[config.mk]
export PLATFORM = sky130hd
export DESIGN_NAME = nec_ir_transmitter
export DESIGN_NICKNAME = d
export VERILOG_FILES = /design/src/rtl/nec_pkg.sv /design/src/rtl/nec_carrier_gen.sv /design/src/rtl/nec_ir_transmitter.sv
export SDC_FILE = /design/constraint.sdc
export NUM_CORES = 1
export LEC_CHECK = 0
export ABC_AREA = 1
export ABC_CLOCK_PERIOD_IN_PS = 3600
export CAP_MARGIN = 5
export CORE_MARGIN = 2
export CORE_UTILIZATION = 35
export CTS_CLUSTER_SIZE = 12
export DETAILED_ROUTE_END_ITERATION = 10
export SLEW_MARGIN = 30
export SYNTH_ARGS = -nofsm -noshare
export SYNTH_HDL_FRONTEND = slang
export SYNTH_SLANG_ARGS = --single-unit
[constraint.sdc]
create_clock -name clk -period 3.6 [get_ports clk]
set_clock_uncertainty 0.1 [all_clocks]
set_input_delay 0.72 -clock clk [delete_from_list [all_inputs] [get_ports clk]]
set_output_delay 0.72 -clock clk [all_outputs]
set_load 0.01 [all_outputs]
[src/rtl/nec_pkg.sv]
// NEC IR protocol shared definitions: transmitter state encoding, timing in
// 562.5 us ticks, and the 32-bit frame builder. The receiver side uses the
// same tick constants so both ends agree on the waveform.
package nec_pkg;

  typedef enum logic [2:0] {
    IDLE,
    LEAD_MARK,
    LEAD_SPACE,
    BIT_MARK,
    BIT_SPACE,
    STOP_MARK,
    GAP
  } nec_tx_state_t;

  // All durations in 562.5 us ticks.
  localparam int LEAD_MARK_T  = 16;
  localparam int LEAD_SPACE_T = 8;
  localparam int REP_SPACE_T  = 4;
  localparam int BIT_T        = 1;
  localparam int ONE_SPACE_T  = 3;
  localparam int PERIOD_T     = 192;  // 108 ms frame/repeat period

  // Transmission order is LSB first: addr, ~addr, cmd, ~cmd.
  function automatic logic [31:0] nec_frame(input logic [7:0] addr,
                                            input logic [7:0] cmd);
    return {~cmd, cmd, ~addr, addr};
  endfunction

  function automatic logic is_mark(input nec_tx_state_t s);
    return (s == LEAD_MARK) || (s == BIT_MARK) || (s == STOP_MARK);
  endfunction

endpackage

[src/rtl/nec_carrier_gen.sv]
// IR carrier divider. Toggles phase every HALF clocks. sync restarts the
// carrier high so every mark begins on a rising carrier edge.
// Ports: clk, reset_n (async, active low), sync (restart), phase (carrier).
module nec_carrier_gen #(
  parameter int CLK_HZ     = 50_000_000,
  parameter int CARRIER_HZ = 38_000
) (
  input  logic clk,
  input  logic reset_n,
  input  logic sync,
  output logic phase
);

  // Clamp so a clock slower than twice the carrier still yields a legal divider.
  localparam int HALF_RAW = CLK_HZ / (2 * CARRIER_HZ);
  localparam int HALF     = (HALF_RAW < 1) ? 1 : HALF_RAW;
  localparam int CW       = (HALF > 1) ? $clog2(HALF) : 1;

  logic [CW-1:0] cnt;

  always_ff @(posedge clk or negedge reset_n) begin
    if (!reset_n) begin
      cnt   <= '0;
      phase <= 1'b0;
    end else if (sync) begin
      cnt   <= '0;
      phase <= 1'b1;
    end else if (cnt == CW'(HALF - 1)) begin
      cnt   <= '0;
      phase <= ~phase;
    end else begin
      cnt <= cnt + 1'b1;
    end
  end

endmodule

[src/rtl/nec_ir_transmitter.sv]
// NEC IR transmitter. On start, sends leader, 32 data bits LSB first and a
// stop mark inside a 108 ms period; while repeat_en is held at each period
// boundary, follows with repeat codes. done pulses once after the last period.
// Ports: clk, reset_n (async, active low), start, repeat_en, address[7:0],
//        command[7:0] in; busy, done, ir_env (mark envelope), ir_out (LED) out.
module nec_ir_transmitter
  import nec_pkg::*;
#(
  parameter int CLK_HZ     = 50_000_000,
  parameter int CARRIER_HZ = 38_000,
  parameter bit MODULATE   = 1'b1
) (
  input  logic       clk,
  input  logic       reset_n,
  input  logic       start,
  input  logic       repeat_en,
  input  logic [7:0] address,
  input  logic [7:0] command,
  output logic       busy,
  output logic       done,
  output logic       ir_env,
  output logic       ir_out
);

  // Clocks per 562.5 us tick; 64-bit math keeps fast clocks from overflowing.
  localparam longint TICK_L = 64'(CLK_HZ) * 9 / 16000;
  localparam int     TICK   = int'(TICK_L);
  localparam int     TW     = (TICK > 1) ? $clog2(TICK) : 1;

  nec_tx_state_t state, nstate;
  logic [TW-1:0] cyc;          // clocks within current tick
  logic [4:0]    st_ticks;     // ticks spent in current state
  logic [4:0]    dur;          // required ticks for current state
  logic [4:0]    bit_cnt;
  logic [7:0]    frame_ticks;  // ticks since period start
  logic [31:0]   shift;
  logic          rep;
  logic          tick_end;
  logic          st_done;
  logic          sync;
  logic          phase;

  assign tick_end = (state != IDLE) && (cyc == TW'(TICK - 1));

  always_comb begin
    dur = 5'(BIT_T);
    case (state)
      LEAD_MARK:  dur = 5'(LEAD_MARK_T);
      LEAD_SPACE: dur = rep ? 5'(REP_SPACE_T) : 5'(LEAD_SPACE_T);
      BIT_SPACE:  dur = shift[0] ? 5'(ONE_SPACE_T) : 5'(BIT_T);
      default:    dur = 5'(BIT_T);
    endcase
    st_done = tick_end && (st_ticks == dur - 5'd1);

    nstate = state;
    case (state)
      IDLE:       if (start)   nstate = LEAD_MARK;
      LEAD_MARK:  if (st_done) nstate = LEAD_SPACE;
      LEAD_SPACE: if (st_done) nstate = rep ? STOP_MARK : BIT_MARK;
      BIT_MARK:   if (st_done) nstate = BIT_SPACE;
      BIT_SPACE:  if (st_done) nstate = (bit_cnt == 5'd31) ? STOP_MARK : BIT_MARK;
      STOP_MARK:  if (st_done) nstate = GAP;
      // GAP pads to a fixed period, so only the period counter matters here.
      GAP: if (tick_end && frame_ticks == 8'(PERIOD_T - 1))
             nstate = repeat_en ? LEAD_MARK : IDLE;
      default:    nstate = IDLE;
    endcase
  end

  always_ff @(posedge clk or negedge reset_n) begin
    if (!reset_n) begin
      state       <= IDLE;
      cyc         <= '0;
      st_ticks    <= '0;
      frame_ticks <= '0;
      bit_cnt     <= '0;
      shift       <= '0;
      rep         <= 1'b0;
      done        <= 1'b0;
    end else begin
      state <= nstate;
      done  <= (state == GAP) && (nstate == IDLE);

      if (nstate != state || tick_end || state == IDLE) cyc <= '0;
      else                                              cyc <= cyc + 1'b1;

      if (nstate != state) st_ticks <= '0;
      else if (tick_end)   st_ticks <= st_ticks + 1'b1;

      // Every period (frame or repeat) starts on LEAD_MARK entry.
      if (nstate == LEAD_MARK && state != LEAD_MARK) frame_ticks <= '0;
      else if (tick_end)                             frame_ticks <= frame_ticks + 1'b1;

      if (state == IDLE && start) begin
        shift   <= nec_frame(address, command);
        rep     <= 1'b0;
        bit_cnt <= '0;
      end else if (state == GAP && nstate == LEAD_MARK) begin
        rep <= 1'b1;
      end else if (state == BIT_SPACE && st_done) begin
        shift   <= shift >> 1;
        bit_cnt <= bit_cnt + 1'b1;
      end
    end
  end

  assign sync = is_mark(nstate) && (nstate != state);

  nec_carrier_gen #(
    .CLK_HZ    (CLK_HZ),
    .CARRIER_HZ(CARRIER_HZ)
  ) u_carrier (
    .clk    (clk),
    .reset_n(reset_n),
    .sync   (sync),
    .phase  (phase)
  );

  assign busy   = (state != IDLE);
  assign ir_env = is_mark(state);
  assign ir_out = MODULATE ? (ir_env & phase) : ir_env;

endmodule

==> results of run 1 <==
-- layout make-up --
| cell class | count | area (um2) |
|---|---|---|
| inverters | 75 | 286.5 |
| fillers | 1229 | 7373 |
| well taps | 172 | 215.2 |
| clock inverters | 6 | 107.6 |
| multi-input cells | 365 | 2064 |
| diodes | 1 | 2.502 |
| clock buffers | 9 | 225.2 |
| repair buffers | 26 | 266.5 |
| flip-flops and latches | 81 | 2027 |
-- placed cells by master, fill, tap and decap left out, types with 8 or more instances in the layout --
| cell type | instances |
|---|---|
| nand2_1 | 106 |
| clkbuf_16 | 9 |
| nor2_4 | 13 |
| nor3_1 | 8 |
| clkdlybuf4s50_1 | 22 |
| dfrtp_1 | 81 |
| o21ai_0 | 56 |
| xor2_1 | 18 |
| nand4_1 | 19 |
| ha_1 | 9 |
| nor2_1 | 48 |
| inv_1 | 67 |
| nand3_1 | 21 |
| a21oi_1 | 10 |
-- power by group --
group / leakage (nW) / total [mW] / switching [mW] / internal [mW]
Combinational: 1.17 / 0.0457 / 0.0243 / 0.0214
Sequential: 1.01 / 0.917 / 0.00344 / 0.914
Clock: 0.161 / 1.04 / 0.368 / 0.671
-- worst reg2reg max path, cell delays in order, from the launching register on --
cell	delay, ns
dfrtp_1	0.49
inv_4	0.14
nand2_4	0.08
nor2_1	0.22
nand2_1	0.09
ha_1	0.23
inv_1	0.10
nand2_1	0.05
nand2_1	0.07
nand3_1	0.07
nand2_1	0.08
inv_2	0.06
nor2_8	0.10
nand4_1	0.18
nand2_1	0.40
inv_2	0.30
a22o_1	0.25
-- how the worst max path moves through the flow --
stage	endpoint	slack, ns	cells after the start
floorplan	cyc[13]$_DFF_PN0_	0.98	17
global placement	done$_DFF_PN0_	0.52	18
detailed placement	done$_DFF_PN0_	0.45	18
CTS	done$_DFF_PN0_	0.49	18
global route	shift[22]$_DFFE_PN0P_	0.02	17
finish	bit_cnt[1]$_DFFE_PN0P_	0.49	16
-- flip-flops by register name, indices dropped and copies added (netlist names) --
| name | cells |
|---|---|
| cyc | 15 |
| shift | 32 |
| u_carrier.cnt | 10 |
| u_carrier.phase | 1 |
| bit_cnt | 5 |
| rep | 1 |
| done | 1 |
| st_ticks | 5 |
| state | 3 |
| frame_ticks | 8 |
-- routing by layer --
layer  part of all wire  track usage
met1               0.50       0.1907
met2               0.45       0.2238
met3              0.034      0.02420
met4              0.016      0.05412
met5                  0            0
-- kinds of logic (layout without fill, tap and decap cells) --
kind of cell / after synthesis / after routing / share of synthesized area
XOR/XNOR: 24 / 24 / 0.04681
flip-flops: 81 / 81 / 0.4514
adder cells (fa/ha/maj): 9 / 9 / 0.02508
buffers and inverters: 92 / 116 / 0.08888
other: 0 / 1 / 0
AO/OA/AOI/OAI: 89 / 89 / 0.1128
AND/OR/NAND/NOR: 243 / 243 / 0.2750
-- per-stage QoR --
step,std cells,power [mW],hold slack [ns],util,cell area (um2)
2_1_floorplan,538,0.9397,0.3244,-,4491
3_3_place_gp,719,0.9808,0.3512,0.3864,4856
3_5_place_dp,719,0.9816,0.3567,0.3867,4860
4_1_cts,734,2.022,0.3644,0.4131,5192
5_1_grt,734,2.062,0.3951,0.4131,5192
6_report,735,2.002,0.3115,0.4133,5195
==> summary.txt, run 1 <==
Status
  – Outcome: finished clean

CTS
  – Max clock buf depth: 2
  – Worst-path clk slew: ~0.060 ns
  – Root Driver: clkbuf_16
  – H-tree depth: 3
  – CTS sink cnt: ~80
  – TritonCTS Buffers: 9
  – Post-CTS Hold Fix Bufs: 0
  – CTS tree: done
  – PostCTS Resize Cnt: 0
  – Setup bufs post-CTS: 0
  – Clock Latency Late Sink: ~0.34 ns

Global routing
  – Initial antenna violation count: 1
  – Gr usage total: 0.1402
  – Vias in the first global route: about 3,300
  – First-pass GRT wire length: approximately 15,000 um
  – Largest net degree at the start of global routing: 82
  – Total gr overflow: 0

STA
  – RSZ-0062 raised after global routing: false
  – Slew Limit Headroom: 0.4749
  – Min Tclk post-route: 3.113 ns
  – Worst-Margin Slew: 0.7791 ns
  – Setup TNS: 0 ns
  – Setup Viol. Count Final: 0
  – Fmax: 321.3 MHz
  – Final Max Slew Viols: 0
  – Final hold vios: 0
  – Final WS setup: about 0.5 ns
  – Period utilisation layout: 0.8647

Synth
  – Synth top area share: 0.4514
  – Synthesized flop and latch total: 81
  – Post-synth top cells: nand2_1, dfrtp_1, inv_1
  – EDFF count, synth: 0
  – Mapped Nets: 567
  – Avg Inst Size Synth: around 8.3 um2
  – FFs w/ async S/R, synth: 1.000
  – Sequential share of the synthesized area: 0.4514
  – Most frequent cell after synthesis: nand2_1
  – Post-Syn Area: around 4500 um2
  – Distinct cell type count after synthesis: just over 40
  – Yosys warnings: 0
  – Post-synth top area cell: dfrtp_1
  – Top post-synthesis cells by area: dfrtp_1, nand2_1, o21ai_0
  – Most used DFF post-synth: dfrtp_1
  – Post-synthesis cell count: around 540

Critical path
  – Worst EP required: about 3.7 ns
  – R2r endpoint: bit_cnt[1]$_DFFE_PN0P_
  – Critical Path AT: between 3 and 4 ns
  – R2R Setup Slk: about 0.49 ns
  – Buffers plus inverters on the worst setup path: 4
  – Crit. End Element: register
  – Critical Path Source Type: register
  – Cells along the critical path: inv_4 > nand2_4 > nor2_1 > nand2_1 > ha_1 > inv_1 > nand2_1 > nand2_1 > nand3_1 > nand2_1 > inv_2 > nor2_8 > nand4_1 > nand2_1 > inv_2 > a22o_1
  – R2R cell count: 16
  – Crit-path slowest cell: dfrtp_1
  – CP dominant cell by count: nand2_1
  – CP Launch Point: state[0]$_DFF_PN0_
  – CP Max Fanout: 30
  – Top Family by Delay on Critical Path: simple AND/OR/NAND/NOR gates
  – Critical path type: reg2reg
  – Max incr delay on CP: just under 0.5 ns
  – R2R Path Start: state[0]$_DFF_PN0_

Routing
  – Via density: 4.678
  – Drt pass-1 iters: 4
  – Final wirelength: between 8000 and 9000 um
  – Drt drc: 0
  – Number of routed nets with antenna violations: 0
  – Avg WL per Cell: 12.16 um
  – Via count: about 3,400
  – Detailed Route Iter0 Violations: 139

Die
  – Rows: 41
  – Starting Density: 0.3573
  – Die X-Extent: roughly 120 um
  – # IOs: 24
  – Die Y: 117.3 um
  – Core area: about 13,000 um2
  – Die ar.: roughly 14,000 um2

Cells and area
  – Layout cell share with drive strength beyond 1: 0.1228
  – Synth-to-Final Area Change: 15.69%
  – Final Net Count: 587

Power and ir drop
  – Lkg Pwr: 2.346 nW
  – VDD IR max: 0.0002584 V
  – Pwr Density: roughly 390 nW/um2

Placed design
  – PortBufs: 23
  – Placer Congestion: 0.8422
  – Dpl hpwl: roughly 6400 um
  – Dpl ws: 0.4453 ns

Worst hold path
  – Hold crit path type: in2async

Run
  – MaxCap Viol Count: 0
No activity file was read; power rests on OpenSTA's default activity.
==> run 2, diff against run 1 <==
--- a/config.mk
+++ b/config.mk
@@ -12,6 +12,7 @@
 export CORE_UTILIZATION = 35
 export CTS_CLUSTER_SIZE = 12
 export DETAILED_ROUTE_END_ITERATION = 10
+export REMOVE_ABC_BUFFERS = 1
 export SLEW_MARGIN = 30
 export SYNTH_ARGS = -nofsm -noshare
 export SYNTH_HDL_FRONTEND = slang
==> run 2 against run 1 <==
  * Via count grew 0.20%
  * Core utilization shrank 0.33 points
  * Cell area shrank 0.79%
  * Total power shrank 7.6%
  * Non-clock buffer count grew 3
  * Setup slack gained 0.074 ns
  * Largest cell class unchanged
  * Clock power shrank 15%
  * Critical path type unchanged
  * Sequential share of layout area grew 0.31 points
==> summary.txt, run 2 (synthesis results as in run 1) <==
Critical path
  – Cells along the critical path: inv_4 > nand2_4 > nor2_1 > nand2_1 > ha_1 > xor2_1 > nand3_1 > nor2_4 > nand3_4 > nand2_4 > nand2_2 > nor2_4 > nand3_2 > nand2_2 > nand3_4 > nor2_1 (was inv_4 > nand2_4 > nor2_1 > nand2_1 > ha_1 > inv_1 > nand2_1 > nand2_1 > nand3_1 > nand2_1 > inv_2 > nor2_8 > nand4_1 > nand2_1 > inv_2 > a22o_1)
  – Crit. End Element: register (unchanged)
  – Crit-path slowest cell: dfrtp_1 (unchanged)
  – Top Family by Delay on Critical Path: simple AND/OR/NAND/NOR gates (unchanged)
  – Max incr delay on CP: 0.50 ns (was 0.49 ns)
  – Worst EP required: 3.76 ns (was 3.73 ns)
  – CP Max Fanout: 15 (was 30)
  – Critical Path Source Type: register (unchanged)
  – Buffers plus inverters on the worst setup path: 1 (was 4)
  – Critical Path AT: 3.20 ns (was 3.25 ns)
  – Critical path type: reg2reg (unchanged)

Cells and area
  – Synth-to-Final Area Change: 14.77% (was 15.69%)
  – Final Net Count: 590 (was 587)
  – Number of flip-flops in the largest register: 32 (unchanged)
  – Layout cell share with drive strength beyond 1: 0.1290 (was 0.1228)
  – Largest Register: shift (unchanged)
  – Fillers: 1,267 (was 1,229)
  – Commonest cells after routing, fill and taps aside: nand2_1, dfrtp_1, inv_1, o21ai_0, nor2_1 (unchanged)
  – Largest registers: shift x32, cyc x15, u_carrier.cnt x10 (unchanged)
  – Finished Cell Area: 5154 um2 (was 5195 um2)
  – Core Util, Final: 0.4101 (was 0.4133)
  – Non-Filler Instances: 738 (was 735)
  – Antenna cells: 0 (was 1)
  – Commonest non-fill, non-tap cell in the layout: nand2_1 (unchanged)

STA
  – Slew Limit Headroom: 0.4406 (was 0.4749)
  – Setup Viol. Count Final: 0 (unchanged)
  – Min Tclk post-route: 3.039 ns (was 3.113 ns)
  – RSZ-0062 raised after global routing: false (unchanged)
  – Period utilisation layout: 0.8442 (was 0.8647)
  – Setup TNS: 0 ns (unchanged)
  – Final hold vios: 0 (unchanged)
  – Final Max Slew Viols: 0 (unchanged)
  – Hold Slack: 0.3736 ns (was 0.3115 ns)
  – Worst-Margin Slew: 0.8390 ns (was 0.7791 ns)
  – Final WS setup: 0.5609 ns (was 0.4872 ns)
  – Fmax: 329.0 MHz (was 321.3 MHz)

Run
  – MaxCap Viol Count: 0 (unchanged)

Worst hold path
  – Hold crit path type: reg2reg (was in2async)

Global routing
  – GRT met2 Usage: 0.2322 (was 0.2238)
  – First-pass GRT wire length: 15,150 um (was 15,080 um)
  – Vias in the first global route: 3,350 (was 3,277)
  – Met1 Track Usage GR: 0.1776 (was 0.1907)
  – Initial antenna violation count: 0 (was 1)
  – Gr usage total: 0.1400 (was 0.1402)
  – Met3 Use GR: 0.03296 (was 0.02420)
  – Grt peak-use layer: met2 (unchanged)
  – Largest net degree at the start of global routing: 66 (was 82)
  – Total gr overflow: 0 (unchanged)

Routing
  – Avg WL per Cell: 11.83 um (was 12.16 um)
  – Via count: 3,445 (was 3,438)
  – Final wirelength: 8728 um (was 8937 um)
  – Drt drc: 0 (unchanged)
  – Drt pass-1 iters: 4 (unchanged)
  – Detailed Route Iter0 Violations: 158 (was 139)
  – Via density: 4.668 (was 4.678)
  – Number of routed nets with antenna violations: 0 (unchanged)

Power and ir drop
  – VDD IR max: 0.0002578 V (was 0.0002584 V)
  – Total power: 1.851 mW (was 2.002 mW)
  – Pwr Density: 359.2 nW/um2 (was 385.4 nW/um2)
  – Lkg Pwr: 2.340 nW (was 2.346 nW)

Placed design
  – Placed Area: 4866 um2 (was 4860 um2)
  – Placer Congestion: 0.8485 (was 0.8422)
  – Dpl ws: 0.5788 ns (was 0.4453 ns)
  – DP Cell Count: 722 (was 719)
  – Dpl hpwl: 6292 um (was 6358 um)
  – PortBufs: 23 (unchanged)

Status
  – Outcome: finished clean (unchanged)

CTS
  – Setup bufs post-CTS: 0 (unchanged)
  – Root Driver: clkbuf_16 (unchanged)
  – Max clock buf depth: 2 (unchanged)
  – H-tree depth: 3 (unchanged)
  – Post-CTS Hold Fix Bufs: 0 (unchanged)
  – CTS sink cnt: 81 (unchanged)
  – TritonCTS Buffers: 9 (unchanged)
  – CTS tree: done (unchanged)
  – Worst-path clk slew: 0.06 ns (about the same)
  – Clock Latency Late Sink: 0.34 ns (about the same)
  – PostCTS Resize Cnt: 0 (unchanged)

Die
  – Die X-Extent: 117.3 um (unchanged)
  – # IOs: 24 (unchanged)
  – Rows: 41 (unchanged)
  – Die ar.: 13,750 um2 (unchanged)
  – Core area: 12,570 um2 (unchanged)
  – Die Y: 117.3 um (unchanged)
  – Starting Density: 0.3573 (unchanged)
==> run 2: changes by cell type in the layout (fill, tap and decap cells not counted) <==
cell / previous run / this run
clkbuf_8: 0 / 1
clkinvlp_4: 1 / 0
clkinv_4: 0 / 1
diode_2: 1 / 0
inv_6: 0 / 4
buf_6: 1 / 0
clkinv_2: 2 / 1
buf_4: 2 / 7
buf_12: 1 / 0
bufinv_16: 3 / 0
==> run 2: layer usage <==
metal  part of all wire  vias to the layer above
li1                   -                     1785
met1               0.47                     1598
met2               0.48                       51
met3              0.028                       11
met4              0.017                        0
met5                  0                        -
==> run 2: cell type report <==
class                   count  area (um2)  area share
multi-input cells         365        2064      0.4006
clock buffers              10       239.0     0.04637
inverters                  75       286.5     0.05560
repair buffers             29       272.8     0.05293
well taps                 172       215.2     0.04176
clock inverters             6       48.80    0.009468
flip-flops and latches     81        2027      0.3933
==> run 2: final timing paths <==
path / start / end / slack (ns) / depth (start not counted)
setup / recovery: state[0]$_DFF_PN0_ / cyc[2]$_DFF_PN0_ / 0.56 / 16
hold / removal: cyc[0]$_DFF_PN0_ / cyc[0]$_DFF_PN0_ / 0.37 / 1
setup reg to reg: state[0]$_DFF_PN0_ / cyc[2]$_DFF_PN0_ / 0.56 / 16
hold reg to reg: cyc[0]$_DFF_PN0_ / cyc[0]$_DFF_PN0_ / 0.37 / 1
max in group asynchronous: reset_n / u_carrier.cnt[8]$_DFF_PN0_ / 2.36 / 2
min in group asynchronous: reset_n / cyc[0]$_DFF_PN0_ / 0.38 / 1
==> run 2: report_power, final <==
group          total [mW]  switching, mW  internal (mW)
Clock               0.887          0.391          0.496
Sequential          0.917        0.00331          0.914
Combinational      0.0471         0.0247         0.0223
Total                1.85          0.419           1.43
==> run 3, diff against run 2 <==
--- a/config.mk
+++ b/config.mk
@@ -6,7 +6,7 @@
 export NUM_CORES = 1
 export LEC_CHECK = 0
 export ABC_AREA = 1
-export ABC_CLOCK_PERIOD_IN_PS = 3600
+export ABC_CLOCK_PERIOD_IN_PS = 2700
 export CAP_MARGIN = 5
 export CORE_MARGIN = 2
 export CORE_UTILIZATION = 35
==> constraint.sdc (replaced) <==
create_clock -name clk -period 2.7 [get_ports clk]
set_clock_uncertainty 0.1 [all_clocks]
set_input_delay 0.54 -clock clk [delete_from_list [all_inputs] [get_ports clk]]
set_output_delay 0.54 -clock clk [all_outputs]
set_load 0.01 [all_outputs]
==> run 3 against run 2 <==
  * Routed wire length increased by 2.4%
  * Cell count increased by 2.3%
  * Non-clock buffer count increased by 18
  * Hold slack got worse by 0.26 ns
  * Clock power increased by 47%
  * Setup slack got worse by 0.46 ns
  * Sequential share of layout area decreased by 1.9 points
  * Combinational power increased by 36%
  * Flip-flop and latch count unchanged
  * Critical path type unchanged
  * Largest power group is now clock
  * Highest routed layer unchanged
==> summary.txt, run 3 (synthesis results as in run 1) <==
Status
  – Outcome: finished clean (unchanged)

Critical path
  – Worst EP required: 2.81 ns (was 3.76 ns)
  – Max incr delay on CP: 0.44 ns (was 0.50 ns)
  – Critical path type: reg2reg (unchanged)
  – R2R Path Start: state[0]$_DFF_PN0_ (unchanged)
  – Cells along the critical path: inv_4 > nand2_4 > nor2_4 > nand2_2 > ha_4 > xor2_1 > nand3_1 > nor2_4 > nand4_1 > nand2_4 > nor2_4 > nand3_2 > nand2_4 > nand2_4 > a21oi_1 (was inv_4 > nand2_4 > nor2_1 > nand2_1 > ha_1 > xor2_1 > nand3_1 > nor2_4 > nand3_4 > nand2_4 > nand2_2 > nor2_4 > nand3_2 > nand2_2 > nand3_4 > nor2_1)
  – Critical Path Source Type: register (unchanged)
  – Top Family by Delay on Critical Path: simple AND/OR/NAND/NOR gates (unchanged)
  – Crit-path slowest cell: dfrtp_2 (was dfrtp_1)
  – R2R Setup Slk: 0.1 ns (was 0.56 ns)
  – Critical Path AT: 2.72 ns (was 3.20 ns)
  – CP dominant cell by count: nand2_4
  – R2r endpoint: u_carrier.cnt[2]$_DFF_PN0_ (was cyc[2]$_DFF_PN0_)
  – Buffers plus inverters on the worst setup path: 1 (unchanged)
  – R2R cell count: 15 (was 16)
  – CP Max Fanout: 16 (was 15)
  – Crit. End Element: register (unchanged)

STA
  – Hold Slack: 0.1139 ns (was 0.3736 ns)
  – Slew Limit Headroom: 0.7028 (was 0.4406)
  – Worst-Margin Slew: 0.4459 ns (was 0.8390 ns)
  – Final hold vios: 0 (unchanged)
  – Final WS setup: 0.09872 ns (was 0.5609 ns)
  – Min Tclk post-route: 2.601 ns (was 3.039 ns)
  – Setup Viol. Count Final: 0 (unchanged)
  – RSZ-0062 raised after global routing: true (was false)
  – Final Max Slew Viols: 0 (unchanged)
  – Period utilisation layout: 0.9634 (was 0.8442)
  – Fmax: 384.4 MHz (was 329.0 MHz)

Routing
  – Via density: 4.723 (was 4.668)
  – Number of routed nets with antenna violations: 0 (unchanged)
  – Detailed Route Iter0 Violations: 110 (was 158)
  – Drt drc: 0 (unchanged)
  – Via count: 3,566 (was 3,445)
  – Avg WL per Cell: 11.83 um (about the same)
  – Final wirelength: 8934 um (was 8728 um)
  – Drt pass-1 iters: 4 (unchanged)

Placed design
  – PortBufs: 23 (unchanged)
  – Dpl hpwl: 6181 um (was 6292 um)
  – Placed Area: 4999 um2 (was 4866 um2)
  – Placer Congestion: 0.8376 (was 0.8485)
  – Dpl ws: -0.04661 ns (was 0.5788 ns)

Cells and area
  – Antenna cells: 0 (unchanged)
  – Fillers: 1,244 (was 1,267)
  – Synth-to-Final Area Change: 20.73% (was 14.77%)
  – Number of flip-flops in the largest register: 32 (unchanged)
  – Largest registers: shift x32, cyc x15, u_carrier.cnt x10 (unchanged)
  – Core Util, Final: 0.4314 (was 0.4101)
  – Finished Cell Area: 5421 um2 (was 5154 um2)
  – Commonest non-fill, non-tap cell in the layout: nand2_1 (unchanged)
  – Largest Register: shift (unchanged)
  – Layout cell share with drive strength beyond 1: 0.1681 (was 0.1290)
  – Commonest cells after routing, fill and taps aside: nand2_1, dfrtp_1, inv_1, o21ai_0, nor2_1 (unchanged)
  – Final Net Count: 608 (was 590)

Die
  – Die Y: 117.3 um (unchanged)
  – Die X-Extent: 117.3 um (unchanged)
  – Rows: 41 (unchanged)
  – Die ar.: 13,750 um2 (unchanged)
  – Core area: 12,570 um2 (unchanged)
  – # IOs: 24 (unchanged)
  – Starting Density: 0.3573 (unchanged)

Power and ir drop
  – Pwr Density: 477.5 nW/um2 (was 359.2 nW/um2)
  – Lkg Pwr: 2.446 nW (was 2.340 nW)
  – Total power: 2.589 mW (was 1.851 mW)
  – VDD IR max: 0.0002816 V (was 0.0002578 V)

Global routing
  – Initial antenna violation count: 0 (unchanged)
  – Gr usage total: 0.1419 (was 0.1400)
  – Vias in the first global route: 3,359 (was 3,350)
  – Total gr overflow: 0 (unchanged)
  – Largest net degree at the start of global routing: 82 (was 66)
  – First-pass GRT wire length: 15,300 um (was 15,150 um)

Worst hold path
  – Hold crit path type: in2async (was reg2reg)

CTS
  – Max clock buf depth: 2 (unchanged)
  – H-tree depth: 3 (unchanged)
  – Clock Latency Late Sink: 0.34 ns (about the same)
  – CTS sink cnt: 81 (unchanged)
  – TritonCTS Buffers: 9 (unchanged)
  – Worst-path clk slew: 0.06 ns (about the same)
  – Root Driver: clkbuf_16 (unchanged)
  – CTS tree: done (unchanged)
  – Post-CTS Hold Fix Bufs: 0 (unchanged)

Run
  – MaxCap Viol Count: 0 (unchanged)
[run 3: what timing repair did]
action,in CTS,in global routing
setup buffers,2,5
pin swaps,0,2
gates resized for setup,0,15
endpoints found under the setup margin,12,70
[run 3: routing by layer]
| metal | wire, um | share of wire | global-route usage |
|---|---|---|---|
| met1 | 4130 | 0.46 | 0.1757 |
| met2 | 4287 | 0.48 | 0.2330 |
| met3 | 246 | 0.028 | 0.02626 |
| met4 | 269 | 0.030 | 0.08000 |
| met5 | 0 | 0 | 0 |
[run 3: final cells by class]
| cell class | count | area [um2] | area share |
|---|---|---|---|
| tap | 172 | 215.2 | 0.03970 |
| multi-input combinational | 365 | 2115 | 0.3900 |
| inverter | 75 | 289.0 | 0.05331 |
| timing repair buffer | 47 | 457.9 | 0.08447 |
| sequential | 81 | 2028 | 0.3741 |
| clock buffer | 9 | 225.2 | 0.04154 |
| clock inverter | 6 | 91.34 | 0.01685 |
[run 3: per-stage QoR]
stage          instances  setup TNS [ns]
2_1_floorplan        521          -6.950
3_3_place_gp         733               0
3_5_place_dp         733         -0.2567
4_1_cts              750        -0.01154
5_1_grt              755         -0.2651
6_report             755               0
[run 3: worst max-delay path by stage]
stage,from,endpoint,slack (ns),cells after the start
4_1_cts,state[1]$_DFF_PN0_,u_carrier.cnt[2]$_DFF_PN0_,-0.01,15
3_5_place_dp,state[1]$_DFF_PN0_,cyc[0]$_DFF_PN0_,-0.05,21
6_report,state[0]$_DFF_PN0_,u_carrier.cnt[2]$_DFF_PN0_,0.1,15
3_3_place_gp,state[1]$_DFF_PN0_,cyc[1]$_DFF_PN0_,0.08,21
2_1_floorplan,state[0]$_DFF_PN0_,bit_cnt[1]$_DFFE_PN0P_,-0.43,12
5_1_grt,state[1]$_DFF_PN0_,u_carrier.cnt[3]$_DFF_PN0_,-0.03,15
[run 3: where the power goes]
group | total [mW] | leakage, nW | internal [mW] | switching, mW
Sequential | 1.22 | 1.01 | 1.22 | 0.00468
Combinational | 0.0639 | 1.29 | 0.0310 | 0.0329
Clock | 1.30 | 0.144 | 0.807 | 0.495
